[config.mk]
export PLATFORM = sky130hd
export DESIGN_NAME = dram_cmd_sched
export DESIGN_NICKNAME = d
export VERILOG_FILES = /design/src/rtl/dram_cmd_sched.sv
export SDC_FILE = /design/constraint.sdc
export NUM_CORES = 1
export LEC_CHECK = 0
export ABC_AREA = 1
export BUFFER_PORTS_ARGS = -buffer_cell sky130_fd_sc_hd__buf_2
export CAP_MARGIN = 20
export CELL_PAD_IN_SITES_DETAIL_PLACEMENT = 1
export CELL_PAD_IN_SITES_GLOBAL_PLACEMENT = 1
export CORE_MARGIN = 2
export CORE_UTILIZATION = 29
export CTS_CLUSTER_SIZE = 24
export DETAILED_ROUTE_END_ITERATION = 16
export GPL_TIMING_DRIVEN = 0
export PLACE_DENSITY_LB_ADDON = 0.1
export REMOVE_ABC_BUFFERS = 1
export SETUP_SLACK_MARGIN = 0.4
export SKIP_CTS_REPAIR_TIMING = 1
export SLEW_MARGIN = 10
export SYNTH_ARGS = -nofsm -noshare
export SYNTH_HDL_FRONTEND = slang
export SYNTH_SLANG_ARGS = --single-unit
[constraint.sdc]
create_clock -name clk -period 1.5 [get_ports clk]
set_input_delay 0.225 -clock clk [delete_from_list [all_inputs] [get_ports clk]]
set_output_delay 0.225 -clock clk [all_outputs]
set_load 0.1 [all_outputs]
[src/rtl/dram_cmd_sched.sv]
// dram_cmd_sched: single-outstanding DRAM command scheduler with periodic refresh.
// Optional feature macro: DRAM_SCHED_PARITY_EN (even parity in bit 31, rsp_err on reads).
module dram_cmd_sched #(
    parameter int READ_LAT    = 2,
    parameter int REFRESH_INT = 1024,
    parameter int REFRESH_CYC = 4
) (
    input  logic        clk,
    input  logic        rst_n,
    input  logic        req_valid,
    output logic        req_ready,
    input  logic        req_we,
    input  logic [19:0] req_addr,
    input  logic [31:0] req_wdata,
    output logic        rsp_valid,
    output logic [31:0] rsp_rdata,
    output logic        rsp_err,
    output logic [9:0]  dram_row,
    output logic [9:0]  dram_col,
    output logic [31:0] dram_din,
    output logic        dram_read,
    output logic        dram_write,
    output logic        dram_refresh,
    input  logic [31:0] dram_dout,
    output logic        busy
);

    localparam int WAIT_MAX = (READ_LAT > REFRESH_CYC) ? READ_LAT : REFRESH_CYC;
    localparam int WW       = $clog2(WAIT_MAX + 1);
    localparam int RW       = (REFRESH_INT > 1) ? $clog2(REFRESH_INT) : 1;

    typedef enum logic [2:0] {
        IDLE,
        WR,
        RD,
        RD_WAIT,
        REF,
        REF_WAIT
    } state_t;

    state_t          state;
    state_t          next_state;
    logic [WW-1:0]   wait_cnt;
    logic [RW-1:0]   ref_cnt;
    logic            ref_pending;
    logic            ref_wrap;
    logic            handshake;
    logic [31:0]     wdata_enc;
    logic            dout_err;

`ifdef DRAM_SCHED_PARITY_EN
    assign wdata_enc = {^req_wdata[30:0], req_wdata[30:0]};
    assign dout_err  = ^dram_dout;
`else
    assign wdata_enc = req_wdata;
    assign dout_err  = 1'b0;
`endif

    assign ref_wrap  = (ref_cnt == RW'(REFRESH_INT - 1));
    assign req_ready = rst_n && (state == IDLE) && !ref_pending;
    assign handshake = req_valid && req_ready;

    // wait_cnt restarts on every state change, so it times the current wait state
    always_ff @(posedge clk) begin
        if (!rst_n) begin
            state    <= IDLE;
            wait_cnt <= '0;
        end else begin
            state    <= next_state;
            wait_cnt <= (next_state == state) ? wait_cnt + WW'(1) : '0;
        end
    end

    always_comb begin
        next_state = state;
        unique case (state)
            IDLE: begin
                if (ref_pending)
                    next_state = REF;
                else if (handshake)
                    next_state = req_we ? WR : RD;
            end
            WR:       next_state = IDLE;
            RD:       next_state = RD_WAIT;
            RD_WAIT:  if (wait_cnt == WW'(READ_LAT)) next_state = IDLE;
            REF:      next_state = REF_WAIT;
            REF_WAIT: if (wait_cnt == WW'(REFRESH_CYC - 1)) next_state = IDLE;
            default:  next_state = IDLE;
        endcase
    end

    always_comb begin
        dram_write   = rst_n && (state == WR);
        dram_read    = rst_n && (state == RD);
        dram_refresh = rst_n && (state == REF);
        rsp_valid    = rst_n && (state == RD_WAIT) && (wait_cnt == WW'(READ_LAT));
        busy         = rst_n && ((state != IDLE) || ref_pending);
    end

    // A wrap on the same edge that REF retires starts a fresh refresh request
    always_ff @(posedge clk) begin
        if (!rst_n) begin
            ref_cnt     <= '0;
            ref_pending <= 1'b0;
        end else begin
            ref_cnt <= ref_wrap ? '0 : ref_cnt + RW'(1);
            if (ref_wrap)
                ref_pending <= 1'b1;
            else if (state == REF)
                ref_pending <= 1'b0;
        end
    end

    // Read data is captured the cycle before rsp_valid so it is stable during the strobe
    always_ff @(posedge clk) begin
        if (!rst_n) begin
            dram_row  <= '0;
            dram_col  <= '0;
            dram_din  <= '0;
            rsp_rdata <= '0;
            rsp_err   <= 1'b0;
        end else begin
            if (handshake) begin
                dram_row <= req_addr[19:10];
                dram_col <= req_addr[9:0];
                if (req_we)
                    dram_din <= wdata_enc;
            end
            if ((state == RD_WAIT) && (wait_cnt == WW'(READ_LAT - 1))) begin
                rsp_rdata <= dram_dout;
                rsp_err   <= dout_err;
            end
        end
    end

endmodule

After elaboration in Yosys (flattened, before gate mapping)
Index checks and enable logic that the tools add are counted.
W data, S select, Z words.
{ "op_classes": {"add_sub_neg": 2, "n_eq_ne": 10, "n_mux": 8, "bitwise": 1, "reduce_logical": 18} }
{ "op_table": {"columns": ["op", "count"], "rows": [
  ["$pmux W3 S5", 1],
  ["$eq A3 B2 Y1 const B", 4],
  ["$mux W3", 4],
  ["$add A10 B1 Y10 const B", 1],
  ["$eq A10 B10 Y1 const B", 1],
  ["$logic_and A1 B1 Y1", 10],
  ["$eq A3 B1 Y1 const B", 2],
  ["$eq A3 B3 Y1 const B", 2],
  ["$reduce_and A2 Y1", 2],
  ["$add A3 B1 Y3 const B", 1],
  ["$eq A3 B3 Y1", 1],
  ["$logic_not A3 Y1", 1],
  ["$reduce_bool A3 Y1", 1],
  ["$mux W1", 2],
  ["$mux W2", 1],
  ["$reduce_bool A2 Y1", 1],
  ["$reduce_or A2 Y1", 1],
  ["$logic_not A1 Y1", 1],
  ["$logic_or A1 B1 Y1", 1],
  ["$not A1 Y1", 1]
]} }
{ "word_totals": {"register_bits": 101, "out_inout_bits": 91} }

Depth between registers and ports, before layout
Gate-level depths: netlist (run 1).
{ "depth": {"word_depth": 9, "depth_mapped": 11, "ltp_nobuf": 11} }

Worst setup path before layout (run 1)
Ideal clock, no wire load.
{ "synth_timing": {"kind": "register to output", "start": "register state[0]", "end": "output dram_read", "arrival_time_ns": 3.356, "slack_ns": -2.081, "stages_incl_launch_ff": 3, "n_path_buf": 1, "cell_sequence": "dfxtp_1 buf_6 nor4_1"} }
{ "synth_between": {"elab_chain_len": 2} }
{ "synth_lines": {"columns": ["item", "line_no", "rtl"], "rows": [
  ["start, declared", "41", "state_t state;"],
  ["start signal, assigned", "69", "state <= next_state;"],
  ["$eq A3 B2 Y1", "94", "dram_read = rst_n && (state == RD);"],
  ["$logic_and A1 B1 Y1", "94", null],
  ["end, declared", "21", "output logic dram_read,"]
]} }
No other way between the ends.

Worst setup path after layout (run 1)
{ "layout_timing": {"start": "register state[1]", "end": "register rsp_rdata[2]"} }
{ "layout_between": {"elab_chain_len": 2} }
{ "layout_lines": {"columns": ["item", "line_no", "rtl"], "rows": [
  ["$eq A3 B2 Y1", "129", "if ((state == RD_WAIT) && (wait_cnt == WW'(READ_LAT - 1))) begin"],
  ["$logic_and A1 B1 Y1", "129", null],
  ["end signal, assigned", "130", "rsp_rdata <= dram_dout;"],
  ["end, declared", "16", "output logic [31:0] rsp_rdata,"]
]} }
No other way between the ends.
A chain may end at the register's enable or synchronous reset.

==> impl_metrics.ini, run 1 <==
[floorplanning]
die_x_um = 119
ios = 179
die_area_sq_um = 14100
rows = 41
die-height_um = 119
initial_utilization_pct = 29.9
coreArea_sq_um = 12700

[synthesis]
synthDistinctLibCells = 30
synth_edf_count = 0
yosys.area.top_type = dfxtp_1
yosysMostFrequentCell = nor2_1
syn_avg_cell_area_sq_um = 7.75
ys_top_cells_by_area = dfxtp_1, nor2_1, o21ai_0
synth_seq_cells = 101
yosysSeqAreaShare_pct = 53.1
async_flop_share_pct = 0
synthTopCellsByCount = nor2_1, dfxtp_1, o21ai_0
dominantRegCellSynth = dfxtp_1
syn-cell-area_sq_um = 3810
syn_inst = 491
yosysWarnings = 0
synth_top_area_share_pct = 53.1

[drt]
drt_wl_total_mm = 14.9
wl_per_cell_um = 17.0
drc = 0
antenna_left = 0
num_vias = 4121
drt_first_pass_iters = 4
first_iter_violations = 167
via_per_inst = 4.69

[finish]
fin_cells = 878
drive_above_1_share_pct = 54.2
fin_nets = 794
n_antenna_cell = 0
area_growth_pct = 86.4
num-fill-cells = 1482
final_core_util_pct = 55.8

[clock_tree]
cts.htree.levels = 3
numCtsBuffers = 9
clk_latency_ps = 350
clock_sinks = 101
cts_tree = built
ctsLongestPathBuffers = 2
cts.reportedPaths.clkPinSlew_ps = 70
cts-root-buf = clkbuf_16

[min_path]
whs_path_depth = 3
worstHoldPathType = in -> reg
worstHoldEndpoint = dram_col[3]
min_from = req_addr[3]

[grt]
grt_use_total_pct = 15.4
grt_pass1_vias = 3552
grt_pass1_wl_mm = 17.5
antenna_found_initial = 0
gr-total-overflow = 0
grt_max_degree = 51

[sta]
max_slew.worst_pin.slew_ps = 512
setup_ws_ps = -183
slew_headroom_pct = 66.1
drv_slew = 0
fin_skew_ps = 3.66
max_freq_mhz = 594
post-route-period-util_pct = 112
final-setup-viol-count = 58
rsz0062_at_grt = yes
hold_viol_final = 0
min_period_ps = 1680

[placed_design]
gp_congestion = 0.670
port_buffers = 177
dp_cells = 813
place_hpwl_mm = 7.74

[flow_run]
drv_cap = 0

[pwr]
powerDensity_nw_per_um2 = 1160
vdd_drop_max_mv = 0.656
p_leak_uw = 0.00308

[worst_setup_path]
cp_max_fo = 8
reg2reg_from = state[1]
startpoint_type = register
critPathKind = reg -> reg
crit_arrival_ps = 1950
crit_required_ps = 1770
ff2ff_path_depth = 10
r2r_end = rsp_rdata[2]
cp-end-kind = register
ff2ff_setup_slack_ps = -180

[run_status]
violations = setup timing
status = complete, but fails checks
cells by family after synthesis:
| family | synth area share [%] |
|---|---|
| other | 0.0985 |
| XOR/XNOR | 1.38 |
| flip-flops | 53.1 |
| buffers and inverters | 6.87 |
| AND/OR/NAND/NOR | 24.7 |
| adder cells (fa/ha/maj) | 1.64 |
| AO/OA/AOI/OAI | 12.2 |
through the flow:
stage                     TNS [ps]  worst slack [ps]  power, uW  hold slack [ps]  cell area [sq um]
final                        -4600              -183       8230             82.3               7090
after global routing        -10490              -268       8550             81.9               7090
after CTS                   -54140              -992       7580             59.7               5140
after detailed placement    -71460              -974       4890              433               4800
after global placement     -141340             -2340       4830              424               4740
after floorplan             -41910             -2180       4460              338               3640
worst max-delay path, cell delays in order, from the launching register on:
cell and delay [ps]:
dfxtp_4 410, inv_4 60, nor2_4 140, buf_6 110, buf_6 90, nand4_4 180, buf_12 220, buf_12 140
clkinv_16 70, nor2_2 40, nor2_1 130
worst max-delay path by stage:
stage	startpoint	end	depth (start not counted)
after floorplan	state[0]	dram_write	2
after global placement	rst_n	wait_cnt[0]	8
after global routing	state[1]	rsp_rdata[2]	10
after detailed placement	state[1]	rsp_rdata[0]	6
after CTS	state[1]	rsp_rdata[0]	6
final	state[1]	rsp_rdata[2]	10
report_power, final:
| group | switching (uW) | internal [uW] | total [uW] |
|---|---|---|---|
| clock network | 1030 | 1630 | 2660 |
| logic | 1760 | 810 | 2570 |
| registers | 159 | 2840 | 3000 |
layer usage:
layer,routed length (um),GRT usage (%),vias to the layer above
li1,-,-,1995
met1,5980,18.2,1989
met2,7940,25.8,124
met3,832,6.42,13
met4,143,3.79,0
met5,0,0,-
layout by cell type (no fill, tap or decap), drive strengths merged:
| cell type | n |
|---|---|
| buf | 212 |
| inv | 25 |
| o21ai | 86 |
| nor3 | 2 |
| clkbuf | 17 |
| nand3 | 15 |
| nand2 | 61 |
| dfxtp | 101 |
| bufinv | 3 |
| ha | 5 |
| nand4 | 4 |
| a21oi | 4 |
| nor2 | 153 |
| conb | 1 |
| nor4 | 2 |
| o31ai | 1 |
| xor2 | 4 |
| clkinvlp | 1 |
| xnor2 | 2 |
| clkinv | 6 |
| o211ai | 1 |
flip-flops by register name, summed over array words and instances, names as in the netlist:
signal,cells
dram_col,10
dram_din,32
dram_row,10
ref_cnt,10
ref_pending,1
rsp_rdata,32
state,3
wait_cnt,3
cell type report:
| type | count | area [sq um] | share of cell area, % |
|---|---|---|---|
| clock buffers | 10 | 229 | 3.23 |
| clock inverters | 6 | 111 | 1.57 |
| inverters | 26 | 153 | 2.15 |
| multi-input cells | 341 | 2040 | 28.8 |
| flip-flops and latches | 101 | 2110 | 29.8 |
| well taps | 172 | 215 | 3.03 |
| repair buffers | 219 | 2150 | 30.3 |
| repair inverters | 3 | 80.1 | 1.13 |
Note: power is estimated with default switching activity, not from simulation.
==> inputs of run 2 (changes only) <==
==> constraint.sdc (replaced) <==
create_clock -name clk -period 1.5 [get_ports clk]
set_input_delay 0.3 -clock clk [delete_from_list [all_inputs] [get_ports clk]]
set_output_delay 0.3 -clock clk [all_outputs]
set_load 0.1 [all_outputs]
==> run 2 against run 1 <==
Effect of this change:
- the run still ends with setup timing left
- largest cell class unchanged
- via count is 1.2% lower
- worst hold slack better by 76 ps
- die area stayed put
- sequential share of layout area is 0.27 points lower
- maximum frequency is 0.41% lower
- clock skew is 4.8 ps higher
- largest power group unchanged
- first-iteration DRC count is 35% lower
==> impl_metrics.ini, run 2 (synthesis gave the netlist of run 1 again) <==
[drt]
first_iter_violations = 109
drc = 0
via_per_inst = 4.67
num_vias = 4072
wl_per_cell_um = 17.2
drt_first_pass_iters = 4
antenna_left = 0
drt_wl_total_mm = 15.0

[worst_setup_path]
startpoint_type = register
crit_arrival_ps = 1390
cp-end-kind = output pin
critPathKind = reg -> out
cp_max_fo = 6
reg2reg_from = state[0]
ff2ff_path_depth = 9
cpMaxStageDelayCell = dfxtp_4
crit_required_ps = 1200
slowest_delay_ps = 380
ff2ff_setup_slack_ps = -180
path_cells = nor2_4 -> nand3_4 -> nor2_4 -> buf_12
r2r_end = dram_din[8]
cpMostUsedCell = nor2_4

[floorplanning]
die-height_um = 119
coreArea_sq_um = 12700
rows = 41
die_x_um = 119
initial_utilization_pct = 29.9
ios = 179
die_area_sq_um = 14100

[finish]
finalInstanceArea_sq_um = 7210
n_antenna_cell = 0
fin_nets = 788
drive_above_1_share_pct = 57.1
fin_cells = 872
layout_commonest_cell = nor2_1
top_regs = dram_din x32, rsp_rdata x32
area_growth_pct = 89.4
final_cell_mix = nor2_1, buf_2, buf_12

[pwr]
vdd_drop_max_mv = 0.653
p_leak_uw = 0.00304
powerDensity_nw_per_um2 = 1170

[placed_design]
place_hpwl_mm = 7.74
port_buffers = 177
place_area_sq_um = 4800
dp_cells = 813
gp_congestion = 0.670

[sta]
final-setup-viol-count = 41
post-route-period-util_pct = 113
setup_ws_ps = -190
fin_setup_tns_ps = -4940
min_period_ps = 1690
fin_skew_ps = 8.45
max_freq_mhz = 592
hold_viol_final = 0
drv_slew = 0
rsz0062_at_grt = yes

[grt]
gr-total-overflow = 0
grt_use_total_pct = 15.4
grt_max_degree = 51
grt_pass1_vias = 3552
grt_pass1_wl_mm = 17.5
antenna_found_initial = 0

[clock_tree]
cts-root-buf = clkbuf_16
cts.reportedPaths.clkPinSlew_ps = 70
clock_sinks = 101
numCtsBuffers = 9
cts.htree.levels = 3
cts_tree = built
clk_latency_ps = 350
ctsLongestPathBuffers = 2

[min_path]
whs_path_depth = 3
worstHoldPathType = in -> reg
min_from = req_addr[3]
worstHoldEndpoint = dram_col[3]

[run_status]
status = complete, but fails checks
violations = setup timing

[flow_run]
drv_cap = 0
==> run 2: cell types whose count changed in the layout (fill, tap and decap cells not counted), sizes merged <==
cell    before  now
buf        212  208
clkbuf      17   16
clkinv       6    5
inv         25   26
nand2       61   60
==> run 2: power breakdown <==
part	switching [uW]	internal (uW)
clock network	1040	1630
logic	1810	934
registers	174	2870
==> run 2: how the worst max path moves through the flow <==
stage,endpoint,cells after the start,slack [ps],startpoint
finish,req_ready,4,-190,state[0]
global route,req_ready,4,-270,state[0]
CTS,rsp_rdata[0],6,-990,state[1]
detailed placement,rsp_rdata[0],6,-970,state[1]
global placement,wait_cnt[0],8,-2420,rst_n
floorplan,dram_write,2,-2260,state[0]
==> run 2: worst max-delay path, delay by kind of cell, from the launching register on <==
family | cells | cell delay, ps
flip-flops | 1 | 380
AND/OR/NAND/NOR | 3 | 460
buffers and inverters | 1 | 190
==> run 2: cell type report <==
class,count,area (sq um)
multi-input cells,340,1990
clock inverters,6,111
flip-flops and latches,101,2130
fillers,1453,5510
repair inverters,3,56.3
inverters,26,155
clock buffers,10,229
well taps,172,215
repair buffers,214,2320
==> run 2: per-stage QoR <==
| step | hold slack, ps | power, uW | utilization (%) | setup WS, ps |
|---|---|---|---|---|
| 6_report | 158 | 8460 | 56.7 | -190 |
| 5_1_grt | 153 | 8790 | 56.7 | -268 |
| 4_1_cts | 135 | 7580 | 40.4 | -992 |
| 3_5_place_dp | 451 | 4890 | 37.7 | -974 |
| 3_3_place_gp | 430 | 4830 | 37.3 | -2420 |
| 2_1_floorplan | 413 | 4460 | - | -2260 |
==> run 2: routing by layer <==
layer / part of all wire, % / GRT usage [%]
met1: 39 / 18.2
met2: 55 / 25.8
met3: 5.6 / 6.42
met4: 0.76 / 3.79
met5: 0 / 0
